===== src/rtl/cafeteira_pkg.sv =====
// Shared constants for the coffee-maker status transmitter: ASCII event
// codes, heartbeat prefix, event bit positions and TX state encoding.
package cafeteira_pkg;

   localparam logic [7:0] COD_FIM        = 8'h46;  // 'F'
   localparam logic [7:0] COD_SEM_XICARA = 8'h58;  // 'X'
   localparam logic [7:0] COD_TIMEOUT    = 8'h54;  // 'T'
   localparam logic [2:0] HB_PREFIX      = 3'b101;

   // Bit positions inside the 3-bit event vectors
   localparam int unsigned EV_W   = 3;
   localparam int unsigned EV_FIM = 0;
   localparam int unsigned EV_SEM = 1;
   localparam int unsigned EV_TMO = 2;

   typedef enum logic [1:0] {
      IDLE  = 2'd0,
      START = 2'd1,
      DATA  = 2'd2,
      STOP  = 2'd3
   } tx_state_t;

endpackage


===== src/rtl/uart_tx_8n1.sv =====
// Plain 8N1 UART transmitter. A byte offered on partida/dados is taken
// while idle or on the last stop cycle, so frames can run back-to-back.
module uart_tx_8n1
   import cafeteira_pkg::*;
#(
   parameter int unsigned BAUD_DIV = 434
) (
   input  logic       clock,
   input  logic       reset,
   input  logic       partida,
   input  logic [7:0] dados,
   output logic       saida,
   output logic       ocupado,
   output logic       pronto,
   output logic [1:0] estado
);

   localparam int unsigned CW = $clog2(BAUD_DIV);
   localparam logic [CW-1:0] LAST = CW'(BAUD_DIV - 1);

   tx_state_t     state, state_n;
   logic [CW-1:0] cnt, cnt_n;
   logic [2:0]    bit_idx, bit_n;
   logic [7:0]    shifter, shift_n;
   logic          saida_n, ocupado_n, pronto_n;
   logic          last_c, carrega_c;

   assign last_c = (cnt == LAST);
   assign estado = state;

   // State, counters, shifter and registered line outputs
   always_ff @(posedge clock or posedge reset) begin
      if (reset) begin
         state   <= IDLE;
         cnt     <= '0;
         bit_idx <= '0;
         shifter <= '0;
         saida   <= 1'b1;
         ocupado <= 1'b0;
         pronto  <= 1'b0;
      end else begin
         state   <= state_n;
         cnt     <= cnt_n;
         bit_idx <= bit_n;
         shifter <= shift_n;
         saida   <= saida_n;
         ocupado <= ocupado_n;
         pronto  <= pronto_n;
      end
   end

   // Next-state, counter and shifter update; outputs follow the next state
   always_comb begin
      state_n   = state;
      cnt_n     = cnt;
      bit_n     = bit_idx;
      shift_n   = shifter;
      carrega_c = 1'b0;
      saida_n   = 1'b1;

      case (state)
         IDLE: carrega_c = partida;
         START: begin
            if (last_c) begin
               cnt_n   = '0;
               state_n = DATA;
            end else begin
               cnt_n = cnt + CW'(1);
            end
         end
         DATA: begin
            if (last_c) begin
               cnt_n   = '0;
               shift_n = {1'b0, shifter[7:1]};
               bit_n   = bit_idx + 3'd1;
               if (bit_idx == 3'd7) begin
                  state_n = STOP;
               end
            end else begin
               cnt_n = cnt + CW'(1);
            end
         end
         STOP: begin
            if (last_c) begin
               cnt_n = '0;
               if (partida) begin
                  carrega_c = 1'b1;
               end else begin
                  state_n = IDLE;
               end
            end else begin
               cnt_n = cnt + CW'(1);
            end
         end
         default: state_n = IDLE;
      endcase

      if (carrega_c) begin
         state_n = START;
         cnt_n   = '0;
         bit_n   = '0;
         shift_n = dados;
      end

      case (state_n)
         START:   saida_n = 1'b0;
         DATA:    saida_n = shift_n[0];
         default: saida_n = 1'b1;
      endcase

      ocupado_n = (state_n != IDLE);
      pronto_n  = (state_n == STOP) && (cnt_n == LAST);
   end

endmodule


===== src/rtl/cafeteira_status_tx.sv =====
// Status reporter: detects rising edges of the controller's fim / error
// levels, keeps one pending flag per event and sends each as an ASCII byte
// over an 8N1 line to the ESP (priority X > T > F > heartbeat).
// Optional macro STATUS_HEARTBEAT_EN adds a periodic {3'b101, db_estado} byte.
module cafeteira_status_tx
   import cafeteira_pkg::*;
#(
   parameter int unsigned BAUD_DIV      = 434,
   parameter int unsigned HEARTBEAT_DIV = 50000000
) (
   input  logic       clock,
   input  logic       reset,
   input  logic       fim,
   input  logic       erro_sem_xicara,
   input  logic       erro_timeout_ebulidor,
   input  logic [4:0] db_estado,
   output logic       tx_esp,
   output logic       ocupado,
   output logic       enviado,
   output logic [1:0] db_estado_tx
);

   logic [EV_W-1:0] ev_in, ev_cur, ev_prev, rise_c, pend, clr_c;
   logic            hb_pend, hb_sel_c, any_c, load_c;
   logic [7:0]      hb_byte_c, dados_c;

   assign ev_in  = {erro_timeout_ebulidor, erro_sem_xicara, fim};
   assign rise_c = ev_cur & ~ev_prev;
   assign any_c  = (|pend) | hb_pend;
   assign load_c = any_c & (~ocupado | enviado);

   // Input register and edge-detect history; preset high so levels present at reset are ignored
   always_ff @(posedge clock or posedge reset) begin
      if (reset) begin
         ev_cur  <= '1;
         ev_prev <= '1;
      end else begin
         ev_cur  <= ev_in;
         ev_prev <= ev_cur;
      end
   end

   // Priority pick of the byte to send and the flag it retires
   always_comb begin
      dados_c  = hb_byte_c;
      clr_c    = '0;
      hb_sel_c = 1'b0;
      if (pend[EV_SEM]) begin
         dados_c        = COD_SEM_XICARA;
         clr_c[EV_SEM]  = 1'b1;
      end else if (pend[EV_TMO]) begin
         dados_c        = COD_TIMEOUT;
         clr_c[EV_TMO]  = 1'b1;
      end else if (pend[EV_FIM]) begin
         dados_c        = COD_FIM;
         clr_c[EV_FIM]  = 1'b1;
      end else begin
         hb_sel_c = 1'b1;
      end
   end

   // Pending flags: a new edge wins over the clear on the load edge
   always_ff @(posedge clock or posedge reset) begin
      if (reset) begin
         pend <= '0;
      end else begin
         pend <= rise_c | (pend & ~(clr_c & {EV_W{load_c}}));
      end
   end

`ifdef STATUS_HEARTBEAT_EN
   localparam int unsigned HW = $clog2(HEARTBEAT_DIV);

   logic [HW-1:0] hb_cnt;
   logic          hb_wrap_c;

   assign hb_wrap_c = (hb_cnt == HW'(HEARTBEAT_DIV - 1));
   assign hb_byte_c = {HB_PREFIX, db_estado};

   // Free-running heartbeat divider and its coalescing pending flag
   always_ff @(posedge clock or posedge reset) begin
      if (reset) begin
         hb_cnt  <= '0;
         hb_pend <= 1'b0;
      end else begin
         hb_cnt  <= hb_wrap_c ? '0 : hb_cnt + HW'(1);
         hb_pend <= hb_wrap_c | (hb_pend & ~(load_c & hb_sel_c));
      end
   end
`else
   logic unused_cfg;

   assign hb_pend    = 1'b0;
   assign hb_byte_c  = 8'h00;
   assign unused_cfg = ^{db_estado, hb_sel_c, 32'(HEARTBEAT_DIV)};
`endif

   uart_tx_8n1 #(
      .BAUD_DIV (BAUD_DIV)
   ) u_uart (
      .clock   (clock),
      .reset   (reset),
      .partida (any_c),
      .dados   (dados_c),
      .saida   (tx_esp),
      .ocupado (ocupado),
      .pronto  (enviado),
      .estado  (db_estado_tx)
   );

endmodule

===== config.mk =====
export PLATFORM = sky130hd
export DESIGN_NAME = cafeteira_status_tx
export DESIGN_NICKNAME = d
export VERILOG_FILES = /design/src/rtl/cafeteira_pkg.sv /design/src/rtl/uart_tx_8n1.sv /design/src/rtl/cafeteira_status_tx.sv
export SDC_FILE = /design/constraint.sdc
export NUM_CORES = 1
export LEC_CHECK = 0
export ABC_AREA = 1
export CAP_MARGIN = 10
export CORE_ASPECT_RATIO = 0.5
export CORE_MARGIN = 4
export CORE_UTILIZATION = 40
export DETAILED_ROUTE_END_ITERATION = 8
export PLACE_DENSITY_LB_ADDON = 0.25
export SLEW_MARGIN = 20
export SYNTH_ARGS = -nofsm -noshare
export SYNTH_HDL_FRONTEND = slang
export SYNTH_SLANG_ARGS = --single-unit

===== constraint.sdc =====
create_clock -name clock -period 4.1 [get_ports clock]
set_input_delay 0.82 -clock clock [delete_from_list [all_inputs] [get_ports clock]]
set_output_delay 0.82 -clock clock [all_outputs]
set_load 0.03 [all_outputs]

* Word-level counts from Yosys, hierarchy flattened
Cells that the tools add are included.
Widths: inputs -> output; s select.
** Storage, ports and cells
- Flip-flop bits (word level) :: 34
- Output and inout bits :: 5
- Word-level logic and storage cells :: 68
** Operators by class
- Add/subtract/negate cells :: 2
- Equality and inequality tests :: 9
- Muxes and demuxes :: 29
- Bitwise logic cells :: 9
- Reduce and logical (&&, ||, !) cells :: 8
** Operators with widths (number)
- $mux 9 :: 3
- $mux 8 :: 3
- $mux 7 :: 3
- $eq 9x9->1 const B :: 2
- $mux 2 :: 6
- $add 9x1->9 const B :: 1
- $and 3x3->3 :: 3
- $mux 3 :: 3
- $eq 2x2->1 const B :: 4
- $mux 1 :: 8
- $not 3->3 :: 2
- $pmux 2 s3 :: 1
- $reduce_bool 2->1 :: 3
- $reduce_or 3->1 :: 2
- $eq 2x1->1 const B :: 2
- $pmux 1 s2 :: 2
- $add 3x1->3 const B :: 1
- $eq 3x3->1 const B :: 1
- $or 3x3->3 :: 1
- $logic_not 2->1 :: 1
- $reduce_and 2->1 :: 1
- $and 1x1->1 :: 1
- $logic_and 1x1->1 :: 1
- $not 1->1 :: 1
- $or 1x1->1 :: 1

* Logic depth before layout (Yosys ltp)
Gate-level depths: netlist (run 1).
- Depth in word-level cells :: 7
- Mapped depth :: 14
- Gate-level depth less buffers :: 13

* Hierarchy
From an unflattened synthesis (run 1), not the netlist that was laid out.
** Second synthesis, totals
- Cell total of the unflattened synthesis :: 232
- Area total of the unflattened synthesis :: 1833.0 µm²
** Modules (own cells, without submodules)
- uart_tx_8n1 :: instances 1, cells an instance 198, area each 1501.4 µm²
- cafeteira_status_tx :: instances 1, cells an instance 34, area each 331.6 µm²

* Least setup slack after synthesis (run 1)
OpenSTA, ideal clock, no wires.
- Path type :: register to register
- From :: register u_uart.state[0] (netlist: u_uart.estado[0])
- To :: register u_uart.pronto
- Setup time :: 0.071 ns
- Arrival time :: 1.802 ns
- Required time :: 4.029 ns
- Setup slack :: 2.226 ns
- Cell stages (with the launch flop) :: 15
- Path buffers :: 1
- Period minus slack after synthesis :: 1.874 ns
- Cells stage by stage :: dfrtp_1 -> inv_1 -> ha_1 -> buf_6 -> inv_8 -> nand3_2 -> nor2_2 -> nand2_1 -> nand2_1 -> inv_1 -> nor2_1 -> nand2_1 -> nor2_1 -> nand2_1 -> nor2_1
** Between the ends
- Longest elaborated chain between the ends :: 6
** RTL lines
- start, declared :: line uart_tx_8n1.sv:21 : tx_state_t state, state_n;
- start signal, assigned :: line uart_tx_8n1.sv:42 : state <= state_n;
- $eq 2x1->1 (tied with other cells) :: line uart_tx_8n1.sv:61 : case (state)
- $reduce_or 3->1 (no source line) (tied with other cells)
- $mux 9 / $pmux 2 s3 (equally long branches)
- $mux 9 / $mux 2 (equally long branches) :: line uart_tx_8n1.sv:98 : if (carrega_c) begin
- $eq 9x9->1 / $eq 2x2->1 (equally long branches) :: line uart_tx_8n1.sv:112 : pronto_n = (state_n == STOP) && (cnt_n == LAST);
- $logic_and 1x1->1 * :: line uart_tx_8n1.sv:112
- named net u_uart.pronto_n :: line uart_tx_8n1.sv:25 : logic saida_n, ocupado_n, pronto_n;
- end signal, assigned :: line uart_tx_8n1.sv:48 : pronto <= pronto_n;
- end, declared :: line uart_tx_8n1.sv:14 : output logic pronto,
The timed path passes the listed nets; every way through them passes the cells marked *.
A chain may end at the register's enable or synchronous reset.

* Worst setup path after layout (run 1)
- From :: register u_uart.saida
- To :: output port tx_esp
** RTL lines
- start, declared :: line uart_tx_8n1.sv:12 : output logic saida,
- start signal, assigned :: line uart_tx_8n1.sv:46 : saida <= saida_n;
- end, declared :: line cafeteira_status_tx.sv:17 : output logic tx_esp,
No word-level cell between the ends.

==> flow_metrics.env, run 1 <==
export IMPL_place_gp_congestion=0.8270
export IMPL_final_common_cell="nand2_1"
export IMPL_first_global_vias=1340
export IMPL_reg2reg_from="u_uart.estado[1]"
export IMPL_die_width_microns=104.1
export IMPL_worstPathCellList="clkdlybuf4s50_1"
export IMPL_rows=17
export IMPL_clk_latency_ns=0.29
export IMPL_synth_top_family_by_area="simple AND/OR/NAND/NOR gates"
export IMPL_wl_per_cell_microns=11.38
export IMPL_cp_top_family="buffers and inverters"
export IMPL_ir_worst_vdd_uv=369.5
export IMPL_post_cts_resize_count=0
export IMPL_drt_iter0_markers=40
export IMPL_fin_nets=249
export IMPL_wl_met2_mm=1.435
export IMPL_pin_count=15
export IMPL_post_cts_buffers=0
export IMPL_fin_crit_sh_pct=55.55
export IMPL_cts_buffer_depth=2
export IMPL_wl_mm=3.290
export IMPL_dp_slack_ns=1.995
export IMPL_grt_pass1_wl_mm=5.865
export IMPL_met1Wirelength_mm=1.687
export IMPL_relSlewSlack_pct=38.22
export IMPL_clkSinkCount=33
export IMPL_met3WireLength_microns=137
export IMPL_hold_class="reg2reg"
export IMPL_p_per_area_nw_per_um2=657.2
export IMPL_fillers=435
export IMPL_drive_above_1_share_pct=18.97
export IMPL_max_freq_mhz=439.1
export IMPL_clkTransAtPathRegs_ns=0.07
export IMPL_period_minus_slack_ns=2.277
export IMPL_cp_max_fo=1
export IMPL_overflow=0
export IMPL_syn_inst=216
export IMPL_path_class="reg2out"
export IMPL_whs_ns=0.3677
export IMPL_synthesis_nets=234
export IMPL_antenna_found_initial=0
export IMPL_rsz0062_at_grt="false"
export IMPL_final_core_util_pct=46.92
export IMPL_status="completed"
export IMPL_via_per_inst=4.678
export IMPL_maxCapViolations=0
export IMPL_slowest_stage="clkdlybuf4s50_1"
export IMPL_setup_viol=0
export IMPL_ctsHoldBuffers=0
export IMPL_synth_xor_area_share_pct=0.4746
export IMPL_dp_hpwl_mm=2.513
export IMPL_synth_cell_types=30
export IMPL_worstMarginPinSlew_ns=0.9257
export IMPL_p_leak_nw=1.092
export IMPL_antennaDiodeCount=0
export IMPL_start_util_pct=41.71
export IMPL_cp_startpoint="u_uart.saida"
export IMPL_setup_slack_ns=1.823
export IMPL_root_buffer="clkbuf_8"
export IMPL_maxUsedRoutingLayer="met4"
export IMPL_synth_mux_area_fraction_pct=0
export IMPL_drv_slew=0
export IMPL_slowest_delay_ns=0.66
export IMPL_grt_max_degree=27
export IMPL_mostFrequentLayoutCells="nand2_1 (46), inv_1 (33), dfrtp_1 (26)"
export IMPL_yosysWarningCount=0
export IMPL_synthAdderAreaFrac_pct=5.424
export IMPL_hold_viol_final=0
export IMPL_synth_compound_area_share_pct=7.390
export IMPL_synth_simple_area_share_pct=32.14
export IMPL_fin_worst_skew_ns=0.007306
export IMPL_worst_setup_path_end_kind="output port"
export IMPL_die_y_microns=56.03
export IMPL_synth_area_sq_um=1846
export IMPL_min_from="ev_cur[0]"
export IMPL_synth_seq_area_share_pct=45.22
export IMPL_crit_arrival_ns=1.46
export IMPL_htree_levels=2
export IMPL_synthToLayoutAreaGrowth_pct=12.47
export IMPL_cp_required_ns=3.28
export IMPL_ys_ff_latch=33
export IMPL_cts_buffers=5
export IMPL_die_area_sq_um=5830
export IMPL_io_buffers=9
export IMPL_antenna_left=0
export IMPL_drc_errors=0
export IMPL_startpoint_type="flop"
export IMPL_track_usage_pct=12.61
export IMPL_cp_num_buf_inv=1
export IMPL_vias=1352
export IMPL_tritoncts="yes"
export IMPL_avgSynthCellArea_sq_um=8.544
export IMPL_firstDrtPassIters=4
export IMPL_fin_tns_setup_ns=0
export IMPL_core_area_sq_um=4424
synthesized netlist by cell type:
library cell | instances | area share [%]
nand2_1 | 46 | 9.4
inv_1 | 33 | 6.7
dfrtp_1 | 26 | 35
nor2_1 | 20 | 4.1
nand3_1 | 19 | 5.2
o21ai_0 | 9 | 2.4
ha_1 | 8 | 5.4
dfstp_2 | 7 | 10
a21oi_1 | 5 | 1.4
nand2_2 | 5 | 1.7
inv_2 | 4 | 0.81
nand2_4 | 4 | 2.4
nor2_4 | 4 | 2.4
nand3_2 | 3 | 1.6
nor2_2 | 3 | 1.0
buf_6 | 2 | 1.2
nand4_1 | 2 | 0.68
nor3_1 | 2 | 0.54
o211ai_1 | 2 | 0.81
or2_2 | 2 | 0.68
a21boi_1 | 1 | 0.41
a21boi_4 | 1 | 1.0
a21oi_2 | 1 | 0.47
a22o_1 | 1 | 0.47
inv_8 | 1 | 0.61
nand3_4 | 1 | 0.95
nand3b_1 | 1 | 0.41
nor2_8 | 1 | 1.1
o21bai_1 | 1 | 0.41
xor2_1 | 1 | 0.47
cells by family after synthesis:
logic type / after synthesis
adder cells (fa/ha/maj): 8
flip-flops: 33
XOR/XNOR: 1
AO/OA/AOI/OAI: 21
AND/OR/NAND/NOR: 113
buffers and inverters: 40
sequential cells by signal (all words and copies together), names as in the netlist:
signal          cells
u_uart.bit_idx      3
u_uart.cnt          9
u_uart.saida        1
u_uart.ocupado      1
ev_prev             3
ev_cur              3
u_uart.estado       2
pend                3
u_uart.shifter      7
u_uart.pronto       1
per-stage QoR:
step	area (sq um)	total power [W]	cells
6_report	2076	0.001364	289
5_1_grt	2076	0.001491	289
4_1_cts	2076	0.001375	289
3_5_place_dp	1992	0.001136	281
3_3_place_gp	1992	0.001130	281
2_1_floorplan	1846	0.001009	216
layout make-up:
type | count | area (sq um) | area share [%]
multi-input cells | 143 | 838.3 | 40.39
flip-flops and latches | 33 | 834.6 | 40.20
inverters | 38 | 150.1 | 7.233
repair buffers | 10 | 97.59 | 4.702
clock buffers | 7 | 76.32 | 3.677
well taps | 57 | 71.32 | 3.436
clock inverters | 1 | 7.507 | 0.3617
worst paths after layout:
path                                 endpoint  slack, ns  cells past startpoint
worst max-delay path                   tx_esp       1.82                      1
worst min-delay path               ev_prev[0]       0.37                      0
worst max register to register  u_uart.pronto       1.98                     13
worst min register to register     ev_prev[0]       0.37                      0
max in group asynchronous       u_uart.cnt[2]       2.39                      3
min in group asynchronous             pend[1]       1.03                      2
power breakdown:
part	total, W	switching (W)	internal, W
Combinational	0.000655	0.000424	0.000231
Sequential	0.000474	0.0000606	0.000413
Clock	0.000235	0.000115	0.000120
metal layers:
layer	global-route usage [%]	up-vias
li1	-	707
met1	16.00	626
met2	20.50	14
met3	4.519	5
met4	3.409	0
met5	0	-
Note: power is estimated with default switching activity, not from simulation.
==> run 2, diff against run 1 <==
- clock period: 4.1 -> 1.9 ns (I/O delays scaled with it)
==> run 2 against run 1 <==
Net effect:
- hold slack worse by 0.0041 ns
- combinational power is 150% higher
- sequential share of layout area down 2.4 points
- cell count increased by 2.1%
- clock-buffer cell count is 2 lower
- wire length is 6.5% higher
- clock skew rose by 0.0043 ns
- critical path type unchanged
==> flow_metrics.env, run 2 (synthesis results as in run 1) <==
export IMPL_reg2reg_slack_ns=0.14
export IMPL_hold_viol_final=0
export IMPL_grt_max_degree=34
export IMPL_rows=17
export IMPL_track_usage_pct=13.63
export IMPL_dp_hpwl_mm=2.539
export IMPL_die_width_microns=104.1
export IMPL_cp_top_family="buffers and inverters"
export IMPL_cts_buffers=5
export IMPL_mostFrequentLayoutCells="nand2_1 (46), inv_1 (33), dfrtp_1 (26)"
export IMPL_setup_viol=0
export IMPL_wl_per_cell_microns=11.88
export IMPL_reg_largest_list="u_uart.cnt x9, u_uart.shifter x7"
export IMPL_cp_max_fo=1
export IMPL_cp_required_ns=1.52
export IMPL_drt_iter0_markers=51
export IMPL_path_class="reg2out"
export IMPL_regMostFlops="u_uart.cnt"
export IMPL_ir_worst_vdd_uv=986.1
export IMPL_final_core_util_pct=49.89
export IMPL_cts_buffer_depth=2
export IMPL_clkTransAtPathRegs_ns=0.08
export IMPL_period_minus_slack_ns=1.851
export IMPL_slowest_stage="clkdlybuf4s50_1"
export IMPL_largest_reg_flops=9
export IMPL_clkSinkCount=33
export IMPL_drv_slew=0
export IMPL_synthToLayoutAreaGrowth_pct=19.59
export IMPL_die_area_sq_um=5830
export IMPL_io_buffers=9
export IMPL_via_per_inst=4.783
export IMPL_rsz0062_at_grt="true"
export IMPL_root_buffer="clkbuf_8"
export IMPL_die_y_microns=56.03
export IMPL_p_per_area_nw_per_um2=1554
export IMPL_overflow=0
export IMPL_core_area_sq_um=4424
export IMPL_htree_levels=2
export IMPL_crit_arrival_ns=1.47
export IMPL_hold_class="reg2reg"
export IMPL_drive_above_1_share_pct=22.69
export IMPL_maxCapViolations=0
export IMPL_pin_count=15
export IMPL_fin_worst_skew_ns=0.01165
export IMPL_wl_mm=3.504
export IMPL_clk_latency_ns=0.30
export IMPL_max_freq_mhz=540.3
export IMPL_drc_errors=0
export IMPL_grt_pass1_wl_mm=6.230
export IMPL_tritoncts="yes"
export IMPL_worstPathCellList="clkdlybuf4s50_1"
export IMPL_antenna_found_initial=0
export IMPL_first_global_vias=1381
export IMPL_final_common_cell="nand2_1"
export IMPL_p_leak_nw=1.150
export IMPL_fin_nets=255
export IMPL_antennaDiodeCount=0
export IMPL_slowest_delay_ns=0.66
export IMPL_post_cts_buffers=0
export IMPL_start_util_pct=41.71
export IMPL_startpoint_type="flop"
export IMPL_status="completed"
export IMPL_total_power_w=0.003430
export IMPL_vias=1411
export IMPL_worstMarginPinSlew_ns=0.4260
export IMPL_antenna_left=0
export IMPL_worst_setup_path_end_kind="output port"
export IMPL_relSlewSlack_pct=71.60
export IMPL_cp_num_buf_inv=1
export IMPL_firstDrtPassIters=4
export IMPL_place_gp_congestion=0.8488
export IMPL_fin_crit_sh_pct=97.41
-- run 2: changes by cell type in the layout (fill, tap and decap cells not counted), sizes merged --
| cell | before | now |
|---|---|---|
| buf | 1 | 7 |
| bufinv | 0 | 2 |
| clkbuf | 7 | 5 |
| clkinvlp | 1 | 0 |
| inv | 38 | 39 |
-- run 2: timing repair --
action / 4_1_cts / 5_1_grt
endpoints found under the setup margin: 0 / 3
resized for setup: 0 / 6
hold buffers: 0 / 0
-- run 2: cell type report --
type,count,area [sq um]
clock buffer,5,68.82
clock inverter,3,68.82
fill,421,2217
inverter,38,150.1
multi-input combinational,143,870.8
sequential,33,834.6
tap,57,71.32
timing repair buffer,16,142.6
-- run 2: layer usage --
| metal | wire (microns) | track usage [%] |
|---|---|---|
| met1 | 1656 | 16.47 |
| met2 | 1662 | 22.81 |
| met3 | 138 | 5.214 |
| met4 | 47 | 3.977 |
| met5 | 0 | 0 |
-- run 2: path summary, 6_finish.rpt --
path                                     from                 to  cells past startpoint
worst max-delay path             u_uart.saida             tx_esp                      1
worst min-delay path                ev_cur[2]         ev_prev[2]                      0
worst max register to register  u_uart.cnt[1]      u_uart.pronto                     12
worst min register to register      ev_cur[2]         ev_prev[2]                      0
max in group asynchronous               reset          ev_cur[0]                      3
min in group asynchronous               reset  u_uart.shifter[5]                      3
-- run 2: power breakdown --
| part | switching, W | total [W] | internal [W] |
|---|---|---|---|
| sequential | 0.000116 | 0.00101 | 0.000890 |
| combinational | 0.00100 | 0.00161 | 0.000603 |
| clock | 0.000290 | 0.000818 | 0.000528 |
| total | 0.00141 | 0.00343 | 0.00202 |
-- run 2: stage by stage --
step                instances  hold slack, ns  cell area (sq um)  setup WS [ns]  setup TNS [ns]
floorplan                 216          0.3540               1846        0.02637               0
finish                    295          0.3636               2207        0.04928               0
detailed placement        287          0.3607               2037         0.1347               0
CTS                       295          0.3688               2175        0.03840               0
global route              295          0.3743               2207       -0.01413        -0.01590
global placement          287          0.3572               2037         0.1350               0
==> run 3, diff against run 2 <==
- CORE_UTILIZATION: 40 -> 50
==> run 3 against run 2 <==
Net effect:
- cell count shrank 1.7%
- setup slack gained 0.025 ns
- clock-buffer cell count rose by 1
- sequential share of layout area is 0.28 points higher
- sequential power hardly changed
- via count fell by 0.57%
- wire length is 0.29% higher
- first-iteration DRC count increased by 27%
- critical endpoint unchanged
- largest cell class unchanged
==> flow_metrics.env, run 3 (synthesis results as in run 1) <==
export IMPL_final_core_util_pct=62.76
export IMPL_relSlewSlack_pct=72.40
export IMPL_placed_cell_area_sq_um=2029
export IMPL_slowest_delay_ns=0.65
export IMPL_clk_latency_ns=0.29
export IMPL_cp_max_fo=1
export IMPL_overflow=0
export IMPL_status="completed"
export IMPL_ctsHoldBuffers=0
export IMPL_wl_per_cell_microns=12.12
export IMPL_place_gp_congestion=0.8284
export IMPL_clkTransAtPathRegs_ns=0.06
export IMPL_drv_slew=0
export IMPL_root_buffer="clkbuf_8"
export IMPL_startpoint_type="flop"
export IMPL_drt_iter0_markers=65
export IMPL_period_minus_slack_ns=1.825
export IMPL_cts_buffers=5
export IMPL_cp_num_buf_inv=1
export IMPL_path_class="reg2out"
export IMPL_fin_area_sq_um=2191
export IMPL_antenna_left=0
export IMPL_largest_reg_flops=9
export IMPL_antennaDiodeCount=0
export IMPL_rows=15
export IMPL_fin_nets=256
export IMPL_cp_required_ns=1.52
export IMPL_place_inst=281
export IMPL_mostFrequentLayoutCells="nand2_1 (46), inv_1 (33), dfrtp_1 (26)"
export IMPL_drc_errors=0
export IMPL_htree_levels=2
export IMPL_die_area_sq_um=4786
export IMPL_max_freq_mhz=547.8
export IMPL_ir_worst_vdd_uv=919.8
export IMPL_via_per_inst=4.838
export IMPL_fin_worst_skew_ns=0.008665
export IMPL_hold_class="reg2reg"
export IMPL_wl_mm=3.514
export IMPL_die_y_microns=50.96
export IMPL_worstMarginPinSlew_ns=0.4141
export IMPL_fin_crit_sh_pct=96.08
export IMPL_worst_setup_path_end_kind="output port"
export IMPL_total_power_w=0.003290
export IMPL_reg_largest_list="u_uart.cnt x9, u_uart.shifter x7"
export IMPL_track_usage_pct=16.08
export IMPL_slowest_stage="clkdlybuf4s50_1"
export IMPL_io_buffers=9
export IMPL_dp_hpwl_mm=2.496
export IMPL_layoutNonFillerInstCount=290
export IMPL_worstPathCellList="clkdlybuf4s50_1"
export IMPL_pin_count=15
export IMPL_p_per_area_nw_per_um2=1502
export IMPL_antenna_found_initial=0
export IMPL_fin_tns_setup_ns=0
export IMPL_tritoncts="yes"
export IMPL_cts_buffer_depth=2
export IMPL_final_common_cell="nand2_1"
export IMPL_crit_arrival_ns=1.45
export IMPL_regMostFlops="u_uart.cnt"
export IMPL_hold_viol_final=0
export IMPL_clkSinkCount=33
export IMPL_drive_above_1_share_pct=23.01
export IMPL_multi_input_area_sq_um=884.6
export IMPL_maxCapViolations=0
export IMPL_setup_viol=0
export IMPL_synthToLayoutAreaGrowth_pct=18.71
export IMPL_vias=1403
export IMPL_cp_top_family="buffers and inverters"
export IMPL_firstDrtPassIters=4
export IMPL_register_area_sq_um=834.6
export IMPL_start_util_pct=52.87
export IMPL_die_width_microns=93.92
export IMPL_rsz0062_at_grt="false"
export IMPL_grt_pass1_wl_mm=5.802
export IMPL_fillers=303
export IMPL_p_leak_nw=1.142
export IMPL_first_global_vias=1333
export IMPL_grt_max_degree=34
export IMPL_core_area_sq_um=3491
[run 3: cell types whose count changed in the layout (fill, tap and decap cells not counted)]
cell / delta
a21oi_1: +1
a21oi_2: -1
buf_4: +1
bufinv_16: -1
clkbuf_1: +1
clkinv_2: +1
ha_1: -1
ha_4: +1
inv_6: -1
nor3_1: -1
nor3_2: +1
[run 3: cell type report]
cell class	count	share of cell area, %
clock buffers	6	3.312
clock inverters	2	1.599
flip-flops and latches	33	38.09
repair buffers	17	6.853
inverters	38	6.853
well taps	51	2.913
multi-input cells	143	40.38
[run 3: what timing repair did]
action / in CTS / in global routing
gates resized for setup: 0 / 8
endpoints found under the setup margin: 0 / 3
buffers inserted: 0 / 1
[run 3: power breakdown]
group	total (W)	switching, W	internal (W)
Combinational	0.00165	0.00102	0.000630
Clock	0.000639	0.000250	0.000389
Sequential	0.000999	0.000108	0.000891
Total	0.00329	0.00138	0.00191
[run 3: metrics by stage]
stage	worst slack [ns]	hold slack (ns)
after floorplan	0.02637	0.3540
after global placement	0.1039	0.3568
after detailed placement	0.07280	0.3600
after CTS	0.03271	0.3697
after global routing	0.01101	0.3722
final	0.07452	0.3677
[run 3: worst paths after layout]
| path | startpoint | endpoint | slack (ns) | cells past startpoint |
|---|---|---|---|---|
| max | u_uart.saida | tx_esp | 0.07 | 1 |
| min | ev_cur[2] | ev_prev[2] | 0.37 | 0 |
| max reg2reg | u_uart.estado[1] | u_uart.shifter[5] | 0.16 | 7 |
| min reg2reg | ev_cur[2] | ev_prev[2] | 0.37 | 0 |
| max in group asynchronous | reset | u_uart.saida | 1.08 | 3 |
| min in group asynchronous | reset | u_uart.shifter[3] | 0.47 | 3 |
[run 3: per-layer routing]
metal / vias up / routed length (microns) / GRT usage [%]
li1: 718 / - / -
met1: 651 / 1755 / 20.71
met2: 27 / 1587 / 24.09
met3: 7 / 130 / 6.618
met4: 0 / 41 / 6.475
met5: - / 0 / 0
